==> src/rtl/ysyx_040729_mem_arbiter_pkg.sv <==
// Shared constants for the memory arbiter: FSM state encoding, requester IDs,
// round-robin preference values and the requester-to-state mapping.
package ysyx_040729_mem_arbiter_pkg;

  localparam int unsigned STATE_W  = 2;
  localparam int unsigned REQ_ID_W = 2;
  localparam int unsigned SIZE_W   = 3;

  typedef enum logic [STATE_W-1:0] {
    IDLE   = 2'd0,
    GNT_IR = 2'd1,
    GNT_DR = 2'd2,
    GNT_DW = 2'd3
  } state_e;

  localparam logic [REQ_ID_W-1:0] REQ_IR = 2'd0;
  localparam logic [REQ_ID_W-1:0] REQ_DR = 2'd1;
  localparam logic [REQ_ID_W-1:0] REQ_DW = 2'd2;

  // Round-robin bit: which read requester wins a simultaneous IR/DR request.
  localparam logic RR_IR = 1'b0;
  localparam logic RR_DR = 1'b1;

  function automatic state_e grant_state(input logic [REQ_ID_W-1:0] id);
    case (id)
      REQ_DR:  return GNT_DR;
      REQ_DW:  return GNT_DW;
      default: return GNT_IR;
    endcase
  endfunction

endpackage

==> src/rtl/ysyx_040729_mem_arbiter_reg.sv <==
// Reg primitive: WIDTH-bit register with write enable and synchronous,
// active-high reset to RESET_VAL.
// Ports: clock, reset, wen (load enable), din (next value), dout (current value).
module ysyx_040729_mem_arbiter_reg #(
  parameter int unsigned      WIDTH     = 1,
  parameter logic [WIDTH-1:0] RESET_VAL = '0
) (
  input  logic             clock,
  input  logic             reset,
  input  logic             wen,
  input  logic [WIDTH-1:0] din,
  output logic [WIDTH-1:0] dout
);

  always_ff @(posedge clock) begin
    if (reset) begin
      dout <= RESET_VAL;
    end else if (wen) begin
      dout <= din;
    end
  end

endmodule

==> src/rtl/ysyx_040729_mem_arbiter.sv <==
// Memory arbiter: shares one memory port between I-cache refill (ir_*),
// D-cache refill (dr_*) and D-cache write-back (dw_*). Write-back has fixed
// priority; the two refills alternate by round-robin. One transaction at a
// time, never preempted; a watchdog sets sticky timeout_err on long grants.
// Ports: clock/reset (sync, active-high); ir_*/dr_*/dw_* requester ports with
// *_ready as a one-cycle done pulse; m_* memory port driven from registers;
// busy and timeout_err status.
module ysyx_040729_mem_arbiter
  import ysyx_040729_mem_arbiter_pkg::*;
#(
  parameter int unsigned AXI_ADDR_WIDTH = 32,
  parameter int unsigned RW_DATA_WIDTH  = 256,
  parameter int unsigned TIMEOUT        = 1024
) (
  input  logic                      clock,
  input  logic                      reset,
  // I-cache refill
  input  logic [AXI_ADDR_WIDTH-1:0] ir_addr,
  input  logic [SIZE_W-1:0]         ir_size,
  input  logic                      ir_valid,
  output logic                      ir_ready,
  output logic [RW_DATA_WIDTH-1:0]  ir_data,
  // D-cache refill
  input  logic [AXI_ADDR_WIDTH-1:0] dr_addr,
  input  logic [SIZE_W-1:0]         dr_size,
  input  logic                      dr_valid,
  output logic                      dr_ready,
  output logic [RW_DATA_WIDTH-1:0]  dr_data,
  // D-cache write-back
  input  logic [AXI_ADDR_WIDTH-1:0] dw_addr,
  input  logic [SIZE_W-1:0]         dw_size,
  input  logic [RW_DATA_WIDTH-1:0]  dw_data,
  input  logic                      dw_valid,
  output logic                      dw_ready,
  // memory side
  output logic [AXI_ADDR_WIDTH-1:0] m_addr,
  output logic [SIZE_W-1:0]         m_size,
  output logic                      m_wen,
  output logic [RW_DATA_WIDTH-1:0]  m_wdata,
  output logic                      m_valid,
  input  logic                      m_ready,
  input  logic [RW_DATA_WIDTH-1:0]  m_rdata,
  // status
  output logic                      busy,
  output logic                      timeout_err
);

  localparam int unsigned      CNT_W   = $clog2(TIMEOUT) + 1;
  localparam logic [CNT_W-1:0] CNT_MAX = CNT_W'(TIMEOUT);

  state_e                    state_d;
  logic [STATE_W-1:0]        state_q;
  logic                      rr_d, rr_q;
  logic [CNT_W-1:0]          cnt_d, cnt_q;
  logic                      err_d, err_q;
  logic [AXI_ADDR_WIDTH-1:0] addr_d, addr_q;
  logic [SIZE_W-1:0]         size_d, size_q;
  logic [RW_DATA_WIDTH-1:0]  wdata_d, wdata_q;
  logic                      wen_d, wen_q;
  logic                      gnt;
  logic [REQ_ID_W-1:0]       gnt_id;

  // Grant select, next state, round-robin update, watchdog and capture mux.
  always_comb begin
    state_d = state_e'(state_q);
    rr_d    = rr_q;
    cnt_d   = cnt_q;
    gnt     = 1'b0;
    gnt_id  = REQ_IR;
    addr_d  = '0;
    size_d  = '0;
    wdata_d = '0;
    wen_d   = 1'b0;

    case (state_q)
      IDLE: begin
        if (dw_valid) begin
          gnt    = 1'b1;
          gnt_id = REQ_DW;
        end else if (ir_valid && (!dr_valid || (rr_q == RR_IR))) begin
          gnt    = 1'b1;
          gnt_id = REQ_IR;
        end else if (dr_valid) begin
          gnt    = 1'b1;
          gnt_id = REQ_DR;
        end
        if (gnt) begin
          state_d = grant_state(gnt_id);
          cnt_d   = '0;
        end
      end
      default: begin
        // Saturate so a stuck memory cannot wrap the counter back below TIMEOUT.
        if (cnt_q != CNT_MAX) begin
          cnt_d = cnt_q + CNT_W'(1);
        end
        if (m_ready) begin
          state_d = IDLE;
          if (state_q == GNT_IR) begin
            rr_d = RR_DR;
          end else if (state_q == GNT_DR) begin
            rr_d = RR_IR;
          end
        end
      end
    endcase

    case (gnt_id)
      REQ_DW: begin
        addr_d  = dw_addr;
        size_d  = dw_size;
        wdata_d = dw_data;
        wen_d   = 1'b1;
      end
      REQ_DR: begin
        addr_d = dr_addr;
        size_d = dr_size;
      end
      default: begin
        addr_d = ir_addr;
        size_d = ir_size;
      end
    endcase

    err_d = err_q | (cnt_d == CNT_MAX);
  end

  ysyx_040729_mem_arbiter_reg #(.WIDTH(STATE_W), .RESET_VAL(IDLE)) u_state_reg (
    .clock(clock), .reset(reset), .wen(1'b1), .din(state_d), .dout(state_q)
  );

  ysyx_040729_mem_arbiter_reg #(.WIDTH(1), .RESET_VAL(RR_IR)) u_rr_reg (
    .clock(clock), .reset(reset), .wen(1'b1), .din(rr_d), .dout(rr_q)
  );

  ysyx_040729_mem_arbiter_reg #(.WIDTH(CNT_W)) u_cnt_reg (
    .clock(clock), .reset(reset), .wen(1'b1), .din(cnt_d), .dout(cnt_q)
  );

  ysyx_040729_mem_arbiter_reg #(.WIDTH(1)) u_err_reg (
    .clock(clock), .reset(reset), .wen(1'b1), .din(err_d), .dout(err_q)
  );

  // Request capture loads only on a grant, so later requester changes are ignored.
  ysyx_040729_mem_arbiter_reg #(.WIDTH(AXI_ADDR_WIDTH)) u_addr_reg (
    .clock(clock), .reset(reset), .wen(gnt), .din(addr_d), .dout(addr_q)
  );

  ysyx_040729_mem_arbiter_reg #(.WIDTH(SIZE_W)) u_size_reg (
    .clock(clock), .reset(reset), .wen(gnt), .din(size_d), .dout(size_q)
  );

  ysyx_040729_mem_arbiter_reg #(.WIDTH(RW_DATA_WIDTH)) u_wdata_reg (
    .clock(clock), .reset(reset), .wen(gnt), .din(wdata_d), .dout(wdata_q)
  );

  ysyx_040729_mem_arbiter_reg #(.WIDTH(1)) u_wen_reg (
    .clock(clock), .reset(reset), .wen(gnt), .din(wen_d), .dout(wen_q)
  );

  assign m_addr      = addr_q;
  assign m_size      = size_q;
  assign m_wdata     = wdata_q;
  assign m_wen       = wen_q;
  assign m_valid     = (state_q != IDLE);
  assign busy        = (state_q != IDLE);
  assign timeout_err = err_q;

  // Done pulses follow the memory completion only for the granted requester.
  assign ir_ready = (state_q == GNT_IR) & m_ready;
  assign dr_ready = (state_q == GNT_DR) & m_ready;
  assign dw_ready = (state_q == GNT_DW) & m_ready;
  assign ir_data  = m_rdata;
  assign dr_data  = m_rdata;

endmodule

==> config.mk <==
export PLATFORM = sky130hd
export DESIGN_NAME = ysyx_040729_mem_arbiter
export DESIGN_NICKNAME = d
export VERILOG_FILES = /design/src/rtl/ysyx_040729_mem_arbiter_pkg.sv /design/src/rtl/ysyx_040729_mem_arbiter_reg.sv /design/src/rtl/ysyx_040729_mem_arbiter.sv
export SDC_FILE = /design/constraint.sdc
export NUM_CORES = 1
export LEC_CHECK = 0
export CORE_AREA = 2 2 560 562
export CTS_BUF_LIST = sky130_fd_sc_hd__clkbuf_4 sky130_fd_sc_hd__clkbuf_8 sky130_fd_sc_hd__clkbuf_16
export CTS_CLUSTER_SIZE = 8
export DETAILED_ROUTE_END_ITERATION = 6
export DIE_AREA = 0 0 562 564
export SLEW_MARGIN = 10
export SYNTH_ARGS = -nofsm -noshare
export SYNTH_HDL_FRONTEND = slang
export SYNTH_SLANG_ARGS = --single-unit
export TNS_END_PERCENT = 30
==> constraint.sdc <==
create_clock -name clock -period 2.5 [get_ports clock]
set_input_delay 0.5 -clock clock [delete_from_list [all_inputs] [get_ports clock]]
set_output_delay 0.5 -clock clock [all_outputs]
set_load 0.02 [all_outputs]
==> impl_metrics.toml, run 1 <==
[drt]
routedWlPerCell_um = 30.6
ant_nets = 0
avgViaCountPerCell = 2.44
totalWireLength_mm = 197
routed-via-count = 15671
dr.pass1.iters = 5
drc = 0
drtIter0Drc = 1253

[placement]
place_ws_ns = -1.32
routabilityCongestion = 0.905
placedInstanceArea_sq_um = 24500
post-place-cells = 6308
numPortBuffers = 664
dp.final_hpwl_mm = 176

[sta]
post-route-min-period_ns = 2.43
finalMaxSlewViolations = 0
fin_skew_ns = 0.0461
period_share_pct = 97.1
hold_viol_final = 0
setup_ws_ns = 0.0729
slew_headroom_pct = 49.1
whs_ns = 0.146
finalSetupViolCount = 0
max_freq_ghz = 0.412
worstMarginPinSlew_ns = 0.763

[setup_path]
path_buf_inv = 1
critPathCaptureType = "output port"
cp-start-kind = "flip-flop"
cp_data_arrival_time_ns = 1.93
reg2reg_to = "u_wdata_reg.dout[9]"
rr_worst_depth = 12
cp.required_ns = 2.00
crit_family = "buffers and inverters"
critPathMaxStageDelay_ns = 0.91
cp_max_fo = 2
crit_chain = "clkdlybuf4s50_1"
critPathKind = "reg -> out"
r2r-start = "u_state_reg.dout[1]"
r2r_slack_ns = 0.11
slowest_stage = "clkdlybuf4s50_1"

[grt]
antenna_found_initial = 89
grt_pass1_vias = 14867
grt_pass1_wl_mm = 229
grt.met3_usage_pct = 15.9
grtUsageMet1_pct = 7.88
met2_usage_pct = 17.2
grt_start_max_net_pins = 95
overflow = 0
grt_usage_pct = 11.9
grt_busiest_layer = "met2"

[cts]
postCtsHoldBufs = 0
clkTransAtPathRegs_ns = 0.06
clock_sinks = 307
cts_tree = "built"
cts-htree-levels = 2
clk_latency_ns = 0.70
clock_path_buffers = 3
cts_root_buf = "clkbuf_16"
cts_buffers = 51

[worst_hold_path]
hold-path-cell-count = 2
hold_class = "in -> reg"
hold_path_end = "u_wdata_reg.dout[137]"
min_from = "reset"

[die]
num_rows = 205
start_util_pct = 5.10
dieArea_sq_um = 317000
core_area_sq_um = 311000
dieHeight_um = 564
pin_count = 1433
die_x_um = 562

[layout]
fin_area_sq_um = 26400
nFillCells = 36337
layout-drive-gt1-share_pct = 11.7
finalNetCount = 2860
stdcell_count = 6428
area_growth_pct = 66.5

[synthesis]
ys_ff_latch = 307
syn_nets = 2682
yosysSeqAreaShare_pct = 38.8
synth_cell_types = 42
synth_async_sr_flop_share_pct = 0
syn_avg_cell_area_sq_um = 7.72
synth_edf_count = 0
ys_warn_count = 0
synthCells = 2051
synth.cell_area_sq_um = 15800
ys.flop_type = "dfxtp_1"

[power_and_ir_drop]
p_leak_nw = 8.13
vdd_drop_max_mv = 0.551
p_per_area_nw_per_um2 = 651

[status]
status = "finished clean"

[run]
drv_cap = 0
[cells in the mapped netlist, types with 2 or more instances]
master      n  share of area, %
ha_1        8              0.63
nand2_1   373               8.8
nor2_1      8              0.19
o21ai_0    41               1.3
or3_1       2             0.079
nor3_1      3             0.095
nor4_1      2             0.079
dfxtp_1   307                39
nor2b_1     2             0.079
o211ai_1    3              0.14
o31a_1      2              0.11
nand2b_1    2             0.079
clkbuf_1   76               1.8
buf_4     513                24
buf_2      48               1.5
buf_1      22              0.52
and2_1      4              0.16
a21oi_1   303               9.6
a31oi_1     3              0.12
a21boi_0    2             0.095
nand3_1   259               8.2
a22oi_1    35               1.7
nand4_1     3              0.12
inv_1      12              0.28
[layer usage]
layer / vias to the layer above / share of wire, %
met5: - / 0.23
met4: 46 / 6.3
li1: 6684 / -
met2: 1477 / 41
met3: 518 / 29
met1: 6946 / 23
[where the power goes]
part	total [mW]	leakage, nW	switching [mW]	internal [mW]
registers	5.41	2.50	0.207	5.21
clock network	7.22	0.785	2.97	4.25
logic	4.55	4.85	2.73	1.82
total	17.2	8.13	5.90	11.3
[per-stage QoR]
| step | util (%) | power (mW) | TNS, ns |
|---|---|---|---|
| 2_1_floorplan | - | 8.27 | 0 |
| 4_1_cts | 8.42 | 17.5 | 0 |
| 3_3_place_gp | 7.88 | 10.1 | -288.74 |
| 6_report | 8.48 | 17.2 | 0 |
| 3_5_place_dp | 7.88 | 10.1 | -269.38 |
| 5_1_grt | 8.47 | 17.9 | -0.00695 |
[cell type report]
class	count	area (sq um)	area share, %
well taps	4140	5180	19.6
diodes	38	95.1	0.361
clock inverters	14	260	0.987
inverters	12	45.0	0.171
clock buffers	60	1360	5.17
repair buffers	784	7950	30.1
multi-input cells	1073	5330	20.2
flip-flops and latches	307	6150	23.3
[worst max path at each step]
stage	start	end	depth (start not counted)
floorplan	u_state_reg.dout[0]	u_wdata_reg.dout[214]	12
global placement	dr_valid	u_addr_reg.dout[20]	10
detailed placement	ir_valid	u_addr_reg.dout[3]	11
CTS	u_wdata_reg.dout[198]	m_wdata[198]	1
global route	u_state_reg.dout[1]	u_addr_reg.dout[31]	13
finish	u_addr_reg.dout[1]	m_addr[1]	1
[state kept, by name, summed over array words and instances (netlist names)]
register,count
u_cnt_reg.dout,11
u_err_reg.dout,1
u_wen_reg.dout,1
u_wdata_reg.dout,256
u_state_reg.dout,2
u_rr_reg.dout,1
u_addr_reg.dout,32
u_size_reg.dout,3
[logic make-up after synthesis]
logic type | count (synthesis) | synth area share, %
AO/OA/AOI/OAI | 398 | 13.5
adder cells (fa/ha/maj) | 8 | 0.632
buffers and inverters | 671 | 28.4
flip-flops | 307 | 38.8
multiplexers | 1 | 0.0947
AND/OR/NAND/NOR | 666 | 18.5
[layout by cell type (no fill, tap or decap), types with 40 or more instances in the layout]
master           Yosys  routed
clkdlybuf4s50_1      0     576
a21oi_1            303     303
buf_4              513     111
clkbuf_16            0      51
nand3_1            259     259
dlygate4sd2_1        0      47
nand2_1            373     369
buf_12               0      40
dfxtp_1            307     305
[what timing repair did]
item                       CTS  global route
setup endpoints to repair  338            27
pin swaps                    3             1
resized for setup           63            24
buffers inserted             5             3
Power figures use the tool's default switching activity.
==> inputs of run 2 (changes only) <==
--- a/config.mk
+++ b/config.mk
@@ -5,11 +5,11 @@
 export SDC_FILE = /design/constraint.sdc
 export NUM_CORES = 1
 export LEC_CHECK = 0
-export CORE_AREA = 2 2 560 562
+export CORE_AREA = 2 2 559 561
 export CTS_BUF_LIST = sky130_fd_sc_hd__clkbuf_4 sky130_fd_sc_hd__clkbuf_8 sky130_fd_sc_hd__clkbuf_16
 export CTS_CLUSTER_SIZE = 8
 export DETAILED_ROUTE_END_ITERATION = 6
-export DIE_AREA = 0 0 562 564
+export DIE_AREA = 0 0 561 563
 export SLEW_MARGIN = 10
 export SYNTH_ARGS = -nofsm -noshare
 export SYNTH_HDL_FRONTEND = slang
==> constraint.sdc (replaced) <==
create_clock -name clock -period 3.1 [get_ports clock]
set_input_delay 0.62 -clock clock [delete_from_list [all_inputs] [get_ports clock]]
set_output_delay 0.62 -clock clock [all_outputs]
set_load 0.02 [all_outputs]
==> run 2 against run 1 <==
Net effect: sequential share of layout area up 0.74 points; utilization fell by 0.25 points; wire length fell by 7.1%; critical path depth grew 9; clock skew is 0.0082 ns higher; non-clock buffer count decreased by 48; die area shrank 0.35%; via count decreased by 3.4%; combinational power down 27%; clock-buffer cell count decreased by 5; setup slack improved by 0.26 ns; clock power decreased by 24%.
==> impl_metrics.toml, run 2 (synthesized netlist as in run 1, its figures left out) <==
[placement]
routabilityCongestion = 0.866
numPortBuffers = 664
post-place-cells = 6268
dp.final_hpwl_mm = 163
placedInstanceArea_sq_um = 24000

[drt]
routedWlPerCell_um = 28.8
drtIter0Drc = 1423
ant_nets = 0
routed-via-count = 15135
avgViaCountPerCell = 2.38
dr.pass1.iters = 5
totalWireLength_mm = 183
drc = 0

[cts]
clkTransAtPathRegs_ns = 0.06
cts_buffers = 48
cts-htree-levels = 2
cts_setup_buffers = 0
clock_sinks = 307
cts_tree = "built"
clk_latency_ns = 0.69
clock_path_buffers = 3
ctsResizeCount = 0
cts_root_buf = "clkbuf_16"
postCtsHoldBufs = 0

[sta]
slew_headroom_pct = 39.3
finalSetupViolCount = 0
worstMarginPinSlew_ns = 0.911
post-route-min-period_ns = 2.77
max_freq_ghz = 0.361
hold_viol_final = 0
fin_skew_ns = 0.0543
rsz0062_at_grt = "no"
period_share_pct = 89.4
whs_ns = 0.302
finalMaxSlewViolations = 0

[run]
drv_cap = 0

[grt]
grt_pass1_wl_mm = 215
grt_start_max_net_pins = 135
grt_usage_pct = 11.1
overflow = 0
grt_pass1_vias = 14281
antenna_found_initial = 77

[die]
pin_count = 1433
dieArea_sq_um = 316000
dieHeight_um = 563
num_rows = 205
start_util_pct = 5.10
core_area_sq_um = 310000
die_x_um = 561

[setup_path]
cp.required_ns = 3.68
cp_max_fo = 51
cp-start-kind = "input pin"
slowest_stage = "clkdlybuf4s50_1"
crit_chain = "clkdlybuf4s50_1 > a21boi_0 > nor3b_1 > inv_1 > ha_4 > buf_4 > a22oi_1 > o21ai_0 > nand2_1 > a21oi_1"
critPathKind = "in -> reg"
critPathCaptureType = "flip-flop"
cp_data_arrival_time_ns = 3.35
critPathMaxStageDelay_ns = 0.64

[layout]
fin_area_sq_um = 25500
final_common_cell = "clkdlybuf4s50_1"
reg_top3 = "u_wdata_reg.dout (256), u_addr_reg.dout (32), u_cnt_reg.dout (11)"
max_flop_register = "u_wdata_reg.dout"
layout-drive-gt1-share_pct = 7.21
largest_reg_flops = 256
nFillCells = 36411
final_cell_mix = "655 x clkdlybuf4s50_1, 373 x nand2_1, 307 x dfxtp_1, 303 x a21oi_1, 259 x nand3_1"
area_growth_pct = 61.3
finalNetCount = 2809
stdcell_count = 6352

[worst_hold_path]
hold_class = "in -> reg"

[power_and_ir_drop]
vdd_drop_max_mv = 0.607
power_switching_share_pct = 34.2
clockPowerShare_pct = 41.6
p_per_area_nw_per_um2 = 515
intPower_mw = 8.65
p_leak_nw = 7.36
pwr-share-seq_pct = 33.1
p_switching_mw = 4.50
pwr-share-comb_pct = 25.4

[status]
status = "finished clean"
[run 2: area by class of cell]
type                       count  area [sq um]  area share (%)
tap                         4140          5180            20.3
sequential                   307          6150            24.1
multi-input combinational   1073          5220            20.4
antenna                       21          52.6           0.206
inverter                      12          45.0           0.176
clock inverter                 8           178           0.695
clock buffer                  55          1290            5.05
timing repair buffer         736          7430            29.1
[run 2: power by group through the flow]
stage | logic [mW] | registers (mW) | clock network (mW)
2_1_floorplan | 1.99 | 4.68 | 0
3_3_place_gp | 3.40 | 4.42 | 0
5_1_grt | 3.59 | 4.37 | 5.77
4_1_cts | 3.41 | 4.34 | 5.73
6_report | 3.33 | 4.35 | 5.47
3_5_place_dp | 3.40 | 4.42 | 0
[run 2: layer usage]
metal  wire length [um]  GRT usage [%]  vias to the layer above
met1              39900           7.21                     6706
li1                   -              -                     6558
met3              57100           15.7                      474
met2              74300           15.8                     1343
met5                352         0.0753                        -
met4              11100           6.34                       54
[run 2: stage by stage]
stage | TNS, ns | utilization (%) | power [mW] | worst slack, ns
floorplan | 0 | - | 6.67 | 0.728
global placement | -44.88 | 7.74 | 7.81 | -0.448
detailed placement | -30.62 | 7.74 | 7.82 | -0.350
CTS | 0 | 8.22 | 13.5 | 0.201
global route | 0 | 8.23 | 13.7 | 0.199
finish | 0 | 8.23 | 13.2 | 0.329
[run 2: final timing paths]
| check | startpoint | end | depth (start not counted) | slack (ns) |
|---|---|---|---|---|
| hold / removal | reset | u_wdata_reg.dout[188] | 2 | 0.30 |
| setup reg to reg | u_state_reg.dout[0] | u_addr_reg.dout[9] | 11 | 0.41 |
| hold reg to reg | u_wdata_reg.dout[95] | u_wdata_reg.dout[95] | 2 | 0.45 |
| setup / recovery | ir_valid | u_addr_reg.dout[9] | 10 | 0.33 |
[run 2: worst max-delay path, delay by kind of cell]
family | cells | cell delay, ns
AND/OR/NAND/NOR | 2 | 0.27
AO/OA/AOI/OAI | 4 | 0.77
buffers and inverters | 3 | 1.25
adder cells (fa/ha/maj) | 1 | 0.37
==> inputs of run 3 (changes only) <==
--- a/config.mk
+++ b/config.mk
@@ -5,11 +5,12 @@
 export SDC_FILE = /design/constraint.sdc
 export NUM_CORES = 1
 export LEC_CHECK = 0
-export CORE_AREA = 2 2 559 561
+export ABC_AREA = 1
+export CORE_AREA = 2 2 561 563
 export CTS_BUF_LIST = sky130_fd_sc_hd__clkbuf_4 sky130_fd_sc_hd__clkbuf_8 sky130_fd_sc_hd__clkbuf_16
 export CTS_CLUSTER_SIZE = 8
 export DETAILED_ROUTE_END_ITERATION = 6
-export DIE_AREA = 0 0 561 563
+export DIE_AREA = 0 0 563 565
 export SLEW_MARGIN = 10
 export SYNTH_ARGS = -nofsm -noshare
 export SYNTH_HDL_FRONTEND = slang
==> run 3 against run 2 <==
Net effect: combinational power increased by 41%; clock-buffer cell count down 5; global-route usage is 0.34 points higher; critical path type is now reg -> out; highest routed layer unchanged.
==> impl_metrics.toml, run 3 <==
[status]
status = "finished clean"

[synthesis]
synth_mux_area_share_pct = 0.125
syn_avg_cell_area_sq_um = 7.82
synthAdderAreaFrac_pct = 0.627
synth_top_cell_by_area = "dfxtp_1"
synth-compound-area-share_pct = 4.23
yosys.area_share.simple_pct = 26.8
synth_top_family_by_area = "buffers and inverters"
synth_common_cells = "558 x nand3_1, 527 x buf_4, 316 x nand2_1, 307 x dfxtp_1, 58 x nor2_1"
synth_edf_count = 0
synth_cell_types = 28
synth_async_sr_flop_share_pct = 0
synthCells = 2040
ys_ff_latch = 307
ys_warn_count = 0
synth.cell_area_sq_um = 16000
ys.flop_type = "dfxtp_1"
netlist_top_cells_area = "dfxtp_1 39%, buf_4 25%, nand3_1 18%"
yosysMostFrequentCell = "nand3_1"
yosysSeqAreaShare_pct = 38.5
syn_nets = 2671
synthDominantCellAreaShare_pct = 38.5
synth_xor_area_share_pct = 0

[setup_path]
critPathCaptureType = "output port"
cp_data_arrival_time_ns = 2.35
critPathKind = "reg -> out"
cp-start-kind = "flip-flop"
cp_max_fo = 9
cp.required_ns = 2.48

[die]
core_area_sq_um = 311000
dieHeight_um = 565
dieArea_sq_um = 318000
die_x_um = 563
pin_count = 1433
num_rows = 205
start_util_pct = 5.12

[layout]
final_common_cell = "clkdlybuf4s50_1"
layout-drive-gt1-share_pct = 8.44
max_flop_register = "u_wdata_reg.dout"
finalNetCount = 2816
fin_area_sq_um = 25500
nFillCells = 36441
final_cell_mix = "641 x clkdlybuf4s50_1, 558 x nand3_1, 316 x nand2_1, 307 x dfxtp_1, 89 x buf_4"
largest_reg_flops = 256
area_growth_pct = 60.0
final_util_pct = 8.20
reg_top3 = "u_wdata_reg.dout (256), u_addr_reg.dout (32), u_cnt_reg.dout (11)"

[placement]
dp.final_hpwl_mm = 172
numPortBuffers = 664
placedInstanceArea_sq_um = 24200
routabilityCongestion = 0.961

[drt]
dr.pass1.iters = 5
routed-via-count = 15836
avgViaCountPerCell = 2.49
drtIter0Drc = 1844
ant_nets = 0
totalWireLength_mm = 191
routedWlPerCell_um = 30.1
drc = 0

[grt]
antenna_found_initial = 86
grt_pass1_wl_mm = 224
grt_start_max_net_pins = 81
overflow = 0
grt_pass1_vias = 14676
grt_usage_pct = 11.4

[sta]
hold_viol_final = 0
slew_headroom_pct = 42.6
period_share_pct = 95.9
max_freq_ghz = 0.336
finalMaxSlewViolations = 0
finalSetupTns_ns = 0
post-route-min-period_ns = 2.97
worstMarginPinSlew_ns = 0.858
whs_ns = 0.463
fin_skew_ns = 0.0403
finalSetupViolCount = 0
rsz0062_at_grt = "no"

[power_and_ir_drop]
p_per_area_nw_per_um2 = 557
vdd_drop_max_mv = 0.314
finalPower_mw = 14.2
p_leak_nw = 8.97

[cts]
cts_root_buf = "clkbuf_16"
cts_tree = "built"
clock_path_buffers = 3
clock_sinks = 307
cts_setup_buffers = 0
ctsResizeCount = 0
clk_latency_ns = 0.64
postCtsHoldBufs = 0
cts_buffers = 45
cts-htree-levels = 2
clkTransAtPathRegs_ns = 0.06

[worst_hold_path]
hold_class = "reg -> reg"

[run]
drv_cap = 0
[run 3: per-layer routing]
layer  GRT usage (%)  part of all wire (%)  wire length, um
met5           0.595                  0.33              630
met4            5.92                   5.8            11100
met3            14.0                    28            52700
met2            16.4                    41            78200
met1            8.79                    25            48500
[run 3: path summary, 6_finish.rpt]
| kind | cells after the start | end | slack (ns) | startpoint |
|---|---|---|---|---|
| min reg2reg | 2 | u_err_reg.dout | 0.46 | u_err_reg.dout |
| min | 2 | u_err_reg.dout | 0.46 | u_err_reg.dout |
| max | 4 | busy | 0.13 | u_state_reg.dout[0] |
| max reg2reg | 8 | u_addr_reg.dout[16] | 0.29 | u_state_reg.dout[0] |
[run 3: cell type report]
cell class | count | area, sq um | area share [%]
Clock inverter | 4 | 88.8 | 0.348
Clock buffer | 50 | 1190 | 4.66
Antenna cell | 21 | 52.6 | 0.206
Sequential cell | 307 | 6150 | 24.1
Tap cell | 4140 | 5180 | 20.3
Inverter | 33 | 131 | 0.515
Timing Repair Buffer | 756 | 7600 | 29.8
Multi-Input combinational cell | 1042 | 5130 | 20.1
[run 3: cell families (layout without fill, tap and decap cells)]
logic type,after synthesis,in the layout
AND/OR/NAND/NOR,943,943
other,0,21
flip-flops,307,307
adder cells (fa/ha/maj),8,8
multiplexers,2,2
buffers and inverters,691,843
AO/OA/AOI/OAI,89,89
[run 3: power by group]
group / switching, mW / internal [mW] / total [mW]
clock network: 2.03 / 2.77 / 4.80
registers: 0.377 / 4.35 / 4.73
logic: 2.89 / 1.81 / 4.70
[run 3: through the flow]
step	cells	worst slack, ns
global route	6337	0.0264
detailed placement	6278	-0.341
CTS	6332	0.0932
finish	6353	0.127
floorplan	2040	0.921
global placement	6278	-0.405
[run 3: worst max-delay path, cell delays in order (launching register included)]
cell	delay, ns
dfxtp_1	0.33
inv_1	0.11
ha_1	0.60
inv_1	0.13
clkdlybuf4s50_1	0.57
